$ cat src/rtl/fetch_seq.sv
// Byte-wide instruction fetch sequencer: two-byte fetch, then hold for execute.
// Optional memory wait-state handshake via MEM_WAIT_EN (adds mem_ready port).
module fetch_seq (
  input  logic       clk,
  input  logic       reset,
  input  logic [7:0] mem_data,
`ifdef MEM_WAIT_EN
  input  logic       mem_ready,
`endif
  input  logic       exec_done,
  input  logic       pc_load,
  input  logic [7:0] pc_in,
  output logic [7:0] mem_addr,
  output logic       mem_rd,
  output logic [7:0] mdr,
  output logic       load_iru,
  output logic       load_irl,
  output logic       instr_valid,
  output logic [7:0] pc
);

  typedef enum logic [2:0] {
    REQ_U,
    LD_U,
    REQ_L,
    LD_L,
    EXEC
  } state_t;

  state_t state;
  state_t nxt;
  logic   accept;
  logic   in_req;

`ifdef MEM_WAIT_EN
  assign accept = mem_ready;
`else
  assign accept = 1'b1;
`endif

  assign in_req   = (state == REQ_U) || (state == REQ_L);
  assign mem_addr = pc;

  always_comb begin
    nxt = state;
    unique case (state)
      REQ_U:   nxt = accept ? LD_U : REQ_U;
      LD_U:    nxt = REQ_L;
      REQ_L:   nxt = accept ? LD_L : REQ_L;
      LD_L:    nxt = EXEC;
      EXEC:    nxt = exec_done ? REQ_U : EXEC;
      default: nxt = REQ_U;
    endcase
  end

  // Moore outputs registered from the next state so they align with state.
  always_ff @(posedge clk) begin
    if (reset) begin
      state       <= REQ_U;
      pc          <= 8'h00;
      mdr         <= 8'h00;
      mem_rd      <= 1'b1;
      load_iru    <= 1'b0;
      load_irl    <= 1'b0;
      instr_valid <= 1'b0;
    end else begin
      state       <= nxt;
      mem_rd      <= (nxt == REQ_U) || (nxt == REQ_L);
      load_iru    <= (nxt == LD_U);
      load_irl    <= (nxt == LD_L);
      instr_valid <= (nxt == EXEC);
      if (in_req && accept) begin
        mdr <= mem_data;
        pc  <= pc + 8'h01;
      end else if (state == EXEC && exec_done && pc_load) begin
        pc <= pc_in;
      end
    end
  end

endmodule

$ cat config.mk
export PLATFORM = sky130hd
export DESIGN_NAME = fetch_seq
export DESIGN_NICKNAME = d
export VERILOG_FILES = /design/src/rtl/fetch_seq.sv
export SDC_FILE = /design/constraint.sdc
export NUM_CORES = 1
export LEC_CHECK = 0
export BUFFER_PORTS_ARGS = -buffer_cell sky130_fd_sc_hd__buf_2
export CAP_MARGIN = 10
export CORE_ASPECT_RATIO = 1.1
export CORE_UTILIZATION = 27
export CTS_BUF_LIST = sky130_fd_sc_hd__clkbuf_16
export CTS_CLUSTER_DIAMETER = 200
export CTS_CLUSTER_SIZE = 28
export DETAILED_ROUTE_END_ITERATION = 12
export HOLD_SLACK_MARGIN = 0.03
export PLACE_DENSITY = 0.49
export SLEW_MARGIN = 20
export SYNTH_ARGS = -nofsm -noshare
export SYNTH_HDL_FRONTEND = slang
export SYNTH_SLANG_ARGS = --single-unit
$ cat constraint.sdc
create_clock -name clk -period 1.8 [get_ports clk]
set_clock_uncertainty 0.2 [all_clocks]
set_input_delay 0.18 -clock clk [delete_from_list [all_inputs] [get_ports clk]]
set_output_delay 0.18 -clock clk [all_outputs]
set_load 0.005 [all_outputs]
# Word level (Yosys, flattened, before mapping)
# Index checks and enable logic that the tools add are counted.
dict set report word_totals {
  regBits 23
  inputBits 20
  out_inout_bits 28
}
dict set report op_classes {
  n_addsub 1
  n_eq_ne 8
  n_mux 4
  n_reduce_logical 7
}
# op n
set ops {}
lappend ops {{$mux 8} 2}
lappend ops {{$pmux 3 s5} 1}
lappend ops {{$eq 3x2->1 const B} 4}
lappend ops {{$add 8x1->8 const B} 1}
lappend ops {{$eq 3x1->1 const B} 2}
lappend ops {{$eq 3x3->1 const B} 2}
lappend ops {{$logic_not 3->1} 2}
lappend ops {{$mux 3} 1}
lappend ops {{$logic_and 1x1->1} 2}
lappend ops {{$logic_or 1x1->1} 2}
lappend ops {{$reduce_bool 2->1} 1}

# Longest topological paths before layout
# Gate-level depths: netlist of the first run.
dict set report logic_depth {
  word_depth 5
  depth_mapped 6
}

# Least setup slack after synthesis of the first run
# OpenSTA, ideal clock, no wires.
dict set report synth_timing {
  path_kind {register to register}
  startpoint {reg state[0]}
  endpoint {reg pc[6] (netlist: mem_addr[6])}
  setup_ps 103
  arrival_ps 1263
  required_time_ps 1497
  setup_slack_ps 233
  path_stages_with_launch 7
  path_buffers 2
  synth_period_minus_slack_ps 1567
  cell_sequence {dfxtp_1 buf_2 nor3b_2 and3_1 buf_4 nor3_1 a2111oi_2}
}
dict set report synth_between {
  elab_chain_cells 4
}
# element line_no
set synth_lines {}
lappend synth_lines {{start, declared} 30} ;# state_t state;
lappend synth_lines {{start signal, assigned} 67} ;# state <= nxt;
lappend synth_lines {{$eq 3x3->1} 75} ;# end else if (state == EXEC && exec_done && pc_load) begin
lappend synth_lines {{$logic_and 1x1->1 (2 in series)} 75}
lappend synth_lines {{$reduce_bool 2->1 (no source line)} n/a}
lappend synth_lines {{end signal, assigned} 74} ;# pc <= pc + 8'h01;
lappend synth_lines {{end signal, assigned} 76} ;# pc <= pc_in;
lappend synth_lines {{end, declared} 19} ;# output logic [7:0] pc
# Parallel ways exist; a longest one is shown, timed or not.
# A chain may end at the register's enable or synchronous reset.

# Worst setup path after layout of the first run
dict set report layout_timing {
  startpoint {reg state[2]}
  endpoint {reg pc[2] (netlist: mem_addr[2])}
}
# Same word-level chain as after synthesis.

==> results of run 1 <==
==> stage by stage <==
step	area, µm²	util [%]
2_1_floorplan	986	-
3_3_place_gp	1220	35.7
3_5_place_dp	1220	35.7
4_1_cts	1430	41.9
5_1_grt	1430	41.9
6_report	1430	41.9
==> area by class of cell <==
cell class                 count  area share, %
clock buffer                   3           5.25
clock inverter                 1          0.350
sequential                    23           32.2
inverter                       1          0.263
tap                           48           4.20
multi-input combinational     78           30.0
timing repair buffer          64           27.7
==> worst register-to-register path: cells and delay by family, from the launching register on <==
family | cells | cell delay, ns
AND/OR/NAND/NOR | 2 | 0.57
flip-flops | 1 | 0.44
AO/OA/AOI/OAI | 2 | 0.32
==> registers in the layout, indices dropped and copies added (netlist names) <==
| register | cells |
|---|---|
| mdr | 8 |
| mem_addr | 8 |
| state | 3 |
| instr_valid | 1 |
| load_irl | 1 |
| load_iru | 1 |
| mem_rd | 1 |
==> cell families (layout without fill, tap and decap cells) <==
group           after synthesis  after routing  synth area share, %
simple gates                 49             49                 25.0
compound gates               27             27                 16.4
flops                        23             23                 46.7
buf+inv                      16             69                 9.77
fa+ha+maj                     1              1                 1.27
xor+xnor                      1              1                0.888
==> where the power goes <==
group / internal, mW / total (mW) / switching (mW) / leakage (nW)
sequential: 0.546 / 0.577 / 0.0307 / 0.189
clock: 0.298 / 0.468 / 0.170 / 0.0409
combinational: 0.0973 / 0.185 / 0.0881 / 0.447
==> routing by layer <==
metal / share of wire (%) / up-vias / global-route usage [%] / routed length, µm
li1: - / 510 / - / -
met1: 45 / 474 / 15.4 / 1110
met2: 50 / 36 / 24.0 / 1230
met3: 5.0 / 0 / 1.77 / 123
met4: 0 / 0 / 4.36 / 0
met5: 0 / - / 0 / 0
==> layout by cell type (no fill, tap or decap), drive strengths merged <==
| master | netlist | routed |
|---|---|---|
| nand4 | 2 | 2 |
| a2111oi | 1 | 1 |
| xnor2 | 1 | 1 |
| nor3 | 3 | 3 |
| buf | 11 | 51 |
| nor3b | 1 | 1 |
| clkbuf | 4 | 3 |
| inv | 1 | 1 |
| nand3 | 6 | 6 |
| nand2 | 18 | 18 |
| and3 | 4 | 4 |
| o21ai | 2 | 2 |
| a2bb2oi | 3 | 3 |
| dlygate4sd3 | 0 | 13 |
| nand2b | 1 | 1 |
| nor4 | 3 | 3 |
| a31oi | 2 | 2 |
| a22oi | 1 | 1 |
| dfxtp | 23 | 23 |
| a21oi | 18 | 18 |
| and4 | 1 | 1 |
| or2 | 1 | 1 |
| nor2 | 7 | 7 |
| nand3b | 2 | 2 |
| ha | 1 | 1 |
| clkinv | 0 | 1 |
==> path summary, 6_finish.rpt <==
kind,startpoint,to,slack [ns],cells past startpoint
min,exec_done,mem_rd,0.03,3
min reg2reg,mdr[0],mdr[0],0.26,2
max,state[2],mem_addr[2],0.14,4
max reg2reg,state[2],mem_addr[2],0.14,4
==> metrics.md, run 1 <==
| Metric | Value |
|---|---|
| Power Total | between 1 and 1.5 mW |
| Worst path bufs/invs | 0 |
| Routed wire length | roughly 2500 µm |
| Crit-path cells | nor3b_2 -> nand3_1 -> o21ai_0 -> a21oi_1 |
| Wire per inst | ~11 µm |
| Startpoint Class | flip-flop |
| Peak VDD IR | 0.353 mV |
| Pin count of the biggest net entering global routing | 24 |
| CTS Root Cell | clkbuf_16 |
| Routed Antenna Nets | 0 |
| Postcts setup bufs | 0 |
| Post-synth top cells | 23 x dfxtp_1, 18 x a21oi_1, 18 x nand2_1, 9 x buf_4 |
| CTS Buf Count | 3 |
| DR iter-0 viols | 45 |
| Worst EP arrival | 1.58 ns |
| Non-Filler Instances | between 200 and 250 |
| Fin crit period | about 1.7 ns |
| Max Cap Viol | 0 |
| Dpl cells | 201 |
| Resized Gates After CTS | 0 |
| Detailed Routing Iterations Pass 1 | 4 |
| Routed vias | 1020 |
| Fin. max-slew vios | 0 |
| Register Area | 460 µm² |
| Yosys top cell area share | 46.7% |
| TritonCTS sink count | 23 |
| Critical path's top delay family | simple AND/OR/NAND/NOR gates |
| Critical path endpoint category | flip-flop |
| Synthesized flop and latch total | 23 |
| Hold Vio Cnt, Final | 0 |
| Setup ws final | 0.142 ns |
| Vias in the first global route | 934 |
| Max Clk Rate | 603 MHz |
| Period utilization | ~92% |
| Tightest Pin Transition | 0.428 ns |
| Ys Warns | 0 |
| Initial core utilization | 28.9% |
| Rows | 22 |
| Overall Global Routing Usage | 13.1% |
| Syn_area_per_cell | roughly 8.4 µm² |
| Cell Area, Synth | 986 µm² |
| Filler Cells Inserted | ~380 |
| CP required | about 1.7 ns |
| Register area share after synthesis | 46.7% |
| Max incr delay on CP | 0.44 ns |
| P_leak | 0.677 nW |
| Area of the multi-input gates | 429 µm² |
| DIE AREA | 3900 µm² |
| Cell variety after synth | 26 |
| Cts hold-fix bufs | 13 |
| I/O pin cnt | 48 |
| Die Y | 65.4 µm |
| Final setup viols | 0 |
| Post-synth top area cell | dfxtp_1 |
| Status | finished, final reports clean |
| First-pass GRT wire length | between 3000 and 4000 µm |
| HP Class | in -> reg |
| Share of layout cells above drive strength 1 | 34.7% |
| Syn Inst Count | ~120 |
| Clk_lat worst skew | 0.25 ns |
| DRC viols | 0 |
| Reg clk slew, reported paths | 0.06 ns |
| Nets | 192 |
| Setup WS pre-CTS | 0.151 ns |
| Most common cell in the netlist | dfxtp_1 |
| Final HPWL DP | 1770 µm |
| Synth top area cells | dfxtp_1 47%, a21oi_1 9.1%, buf_4 6.9% |
| CTS Buffer Depth | 2 |
| Unrepaired setup endpoints after global routing | false |
| Slew margin rel. | 71.5% |
| H-tree levels | 1 |
| Post-synthesis net count | 138 |
| Vias per inst | roughly 4.7 |
| Port Buf Inserts | 47 |
| EDFF count, synth | 0 |
| Setup tns final | 0 ns |
| Crit-path slowest cell | dfxtp_1 |
| Grt ovf | 0 |
| Primary FF master, synth | dfxtp_1 |
| Layout area overhead | 44.9% |
| Gpl congestion | between 0.8 and 0.9 |
| CTS tree | done |
| Core area | 3410 µm² |
| Async SR Flop Fraction | 0% |
| Worst-path fanout max | 9 |
| Die width | 59.6 µm |
| Hold Slack | 0.0323 ns |
| Critical setup path kind | reg -> reg |
| PD cells | approximately 860 nW/µm² |
| Initial antenna violation count | 0 |
| Diodes inserted | 0 |
No activity file was read; power rests on OpenSTA's default activity.
==> run 2: changes to the inputs <==
--- a/config.mk
+++ b/config.mk
@@ -15,7 +15,7 @@
 export DETAILED_ROUTE_END_ITERATION = 12
 export HOLD_SLACK_MARGIN = 0.03
 export PLACE_DENSITY = 0.49
-export SLEW_MARGIN = 20
+export SLEW_MARGIN = 10
 export SYNTH_ARGS = -nofsm -noshare
 export SYNTH_HDL_FRONTEND = slang
 export SYNTH_SLANG_ARGS = --single-unit
==> constraint.sdc (replaced) <==
create_clock -name clk -period 1.7 [get_ports clk]
set_clock_uncertainty 0.2 [all_clocks]
set_input_delay 0.17 -clock clk [delete_from_list [all_inputs] [get_ports clk]]
set_output_delay 0.17 -clock clk [all_outputs]
set_load 0.005 [all_outputs]
==> metrics.md, run 2 (synthesis results as in run 1) <==
| Metric | Value |
|---|---|
| Status | finished, final reports clean |
| First-pass GRT wire length | 4200 µm (+6.5%) |
| HP Class | in -> reg |
| R2r setup slk | 0.13 ns (about the same) |
| Detailed Routing Iterations Pass 1 | 4 (unchanged) |
| Clk_lat worst skew | 0.25 ns (about the same) |
| Non-Filler Instances | 222 (+1.8%) |
| Initial core utilization | 28.9% (unchanged) |
| Worst Hold End | mem_addr[3] |
| Grt ovf | 0 (unchanged) |
| Peak VDD IR | 0.720 mV (+100%) |
| Slew margin rel. | 71.3% (-0.14 points) |
| Final HPWL DP | 1800 µm (+1.5%) |
| Hold depth | 3 (unchanged) |
| Routed vias | 1012 (-0.78%) |
| Gpl congestion | 0.837 (+3.4%) |
| Vias per inst | 4.56 (-2.6%) |
| Diodes inserted | 0 (unchanged) |
| Routed Antenna Nets | 0 (unchanged) |
| Worst-path fanout max | 6 (-3) |
| CTS tree | done |
| Overall Global Routing Usage | 14.0% (+0.84 points) |
| Reg-to-reg startpoint | mem_addr[0] |
| Startpoint Class | flip-flop |
| Final setup viols | 0 (unchanged) |
| Dpl cells | 203 (+1.0%) |
| TritonCTS sink count | 23 (unchanged) |
| Port Buf Inserts | 47 (unchanged) |
| Most frequent cells in the layout | 47 x buf_2, 22 x dfxtp_1, 18 x a21oi_1, 18 x nand2_1, 15 x dlygate4sd3_1 |
| Critical setup path kind | reg -> reg |
| Fin crit period | 1.57 ns (-0.0865 ns) |
| Nets | 196 (+2.1%) |
| Max Cap Viol | 0 (unchanged) |
| Reg2reg end | mem_addr[6] |
| Hold Vio Cnt, Final | 0 (unchanged) |
| Commonest non-fill, non-tap cell in the layout | buf_2 |
| FF-to-FF path depth | 4 (unchanged) |
| Tightest Pin Transition | 0.430 ns (+0.00213 ns) |
| Unrepaired setup endpoints after global routing | false |
| Die Y | 65.4 µm (unchanged) |
| Rows | 22 (unchanged) |
| PD cells | 888 nW/µm² (+3.1%) |
| Period utilization | 92.4% (+0.33 points) |
| Critical path endpoint category | flip-flop |
| Max Clk Rate | 637 MHz (+5.5%) |
| CTS Buf Count | 3 (unchanged) |
| Hold wc startpoint | pc_in[3] |
| Fin. max-slew vios | 0 (unchanged) |
| Worst EP arrival | 1.52 ns (-0.06 ns) |
| Layout area overhead | 49.7% |
| Setup tns final | 0 ns (unchanged) |
| Routed wire length | 2650 µm (+7.7%) |
| P_leak | 0.697 nW (+3.0%) |
| Placement Cell Area | 1230 µm² (+1.2%) |
| Reg clk slew, reported paths | 0.06 ns (about the same) |
| Initial antenna violation count | 0 (unchanged) |
| DR iter-0 viols | 37 (-18%) |
| Filler Cells Inserted | 371 (-1.3%) |
| Vias in the first global route | 983 (+5.2%) |
| CP required | 1.65 ns (-0.07 ns) |
| DRC viols | 0 (unchanged) |
| I/O pin cnt | 48 (unchanged) |
| CTS Buffer Depth | 2 (unchanged) |
| CTS Root Cell | clkbuf_16 |
| Die width | 59.6 µm (unchanged) |
| Core area | 3410 µm² (unchanged) |
| Post-route cell area | 1480 µm² (+3.3%) |
| DIE AREA | 3900 µm² (unchanged) |
| Pin count of the biggest net entering global routing | 24 (unchanged) |
| Share of layout cells above drive strength 1 | 36.2% (+1.5 points) |
| Wire per inst | 11.9 µm (+5.8%) |
| H-tree levels | 1 (unchanged) |
==> run 2: metal layers <==
metal  vias up  track usage, %  share of wire (%)
met2        41            25.4                 50
met3         2            3.74                6.3
met4         0            2.91               0.30
met1       454            16.1                 43
met5         -               0                  0
li1        515               -                  -
==> run 2: metrics by stage <==
| stage | util (%) | hold slack (ns) | worst slack (ns) | total power [mW] |
|---|---|---|---|---|
| 3_5_place_dp | 36.1 | 0.224 | 0.0634 | 0.799 |
| 2_1_floorplan | - | 0.0389 | 0.133 | 0.722 |
| 5_1_grt | 43.3 | 0.0679 | 0.0270 | 1.38 |
| 4_1_cts | 42.9 | 0.0303 | 0.0569 | 1.33 |
| 6_report | 43.3 | 0.0264 | 0.129 | 1.31 |
| 3_3_place_gp | 36.1 | 0.211 | 0.145 | 0.796 |
==> run 2: how the worst max path moves through the flow <==
stage                      startpoint           to  slack (ns)  cells after the start
after detailed placement     state[0]  mem_addr[2]        0.06                      4
final                     mem_addr[0]  mem_addr[6]        0.13                      4
after global routing         state[1]  mem_addr[6]        0.03                      4
after CTS                    state[0]  mem_addr[2]        0.06                      4
after global placement       state[0]  mem_addr[2]        0.14                      4
after floorplan              state[0]  mem_addr[6]        0.13                      6
==> run 2: report_power, final <==
part	internal [mW]	total, mW	switching [mW]
registers	0.578	0.611	0.0328
logic	0.108	0.205	0.0971
clock network	0.313	0.494	0.181
total	1.00	1.31	0.311
==> run 2: worst max-delay path: stages, from the launching register on <==
cell	delay (ns)
dfxtp_1	0.41
ha_1	0.24
and4_1	0.25
nor3_1	0.06
a2111oi_2	0.31
==> run 2: cell type report <==
cell class              count  area (µm²)  share of cell area [%]
flip-flops and latches     23         462                    31.3
multi-input cells          78         442                    29.9
repair buffers             68         430                    29.2
clock buffers               3        75.1                    5.08
well taps                  48        60.1                    4.07
clock inverters             1        3.75                   0.254
inverters                   1        3.75                   0.254
==> run 2: repair_timing <==
action,in CTS,in global routing
endpoints found under the hold margin,15,0
resized for setup,0,4
hold buffers,15,0
setup buffers,0,0
setup endpoints to repair,0,5
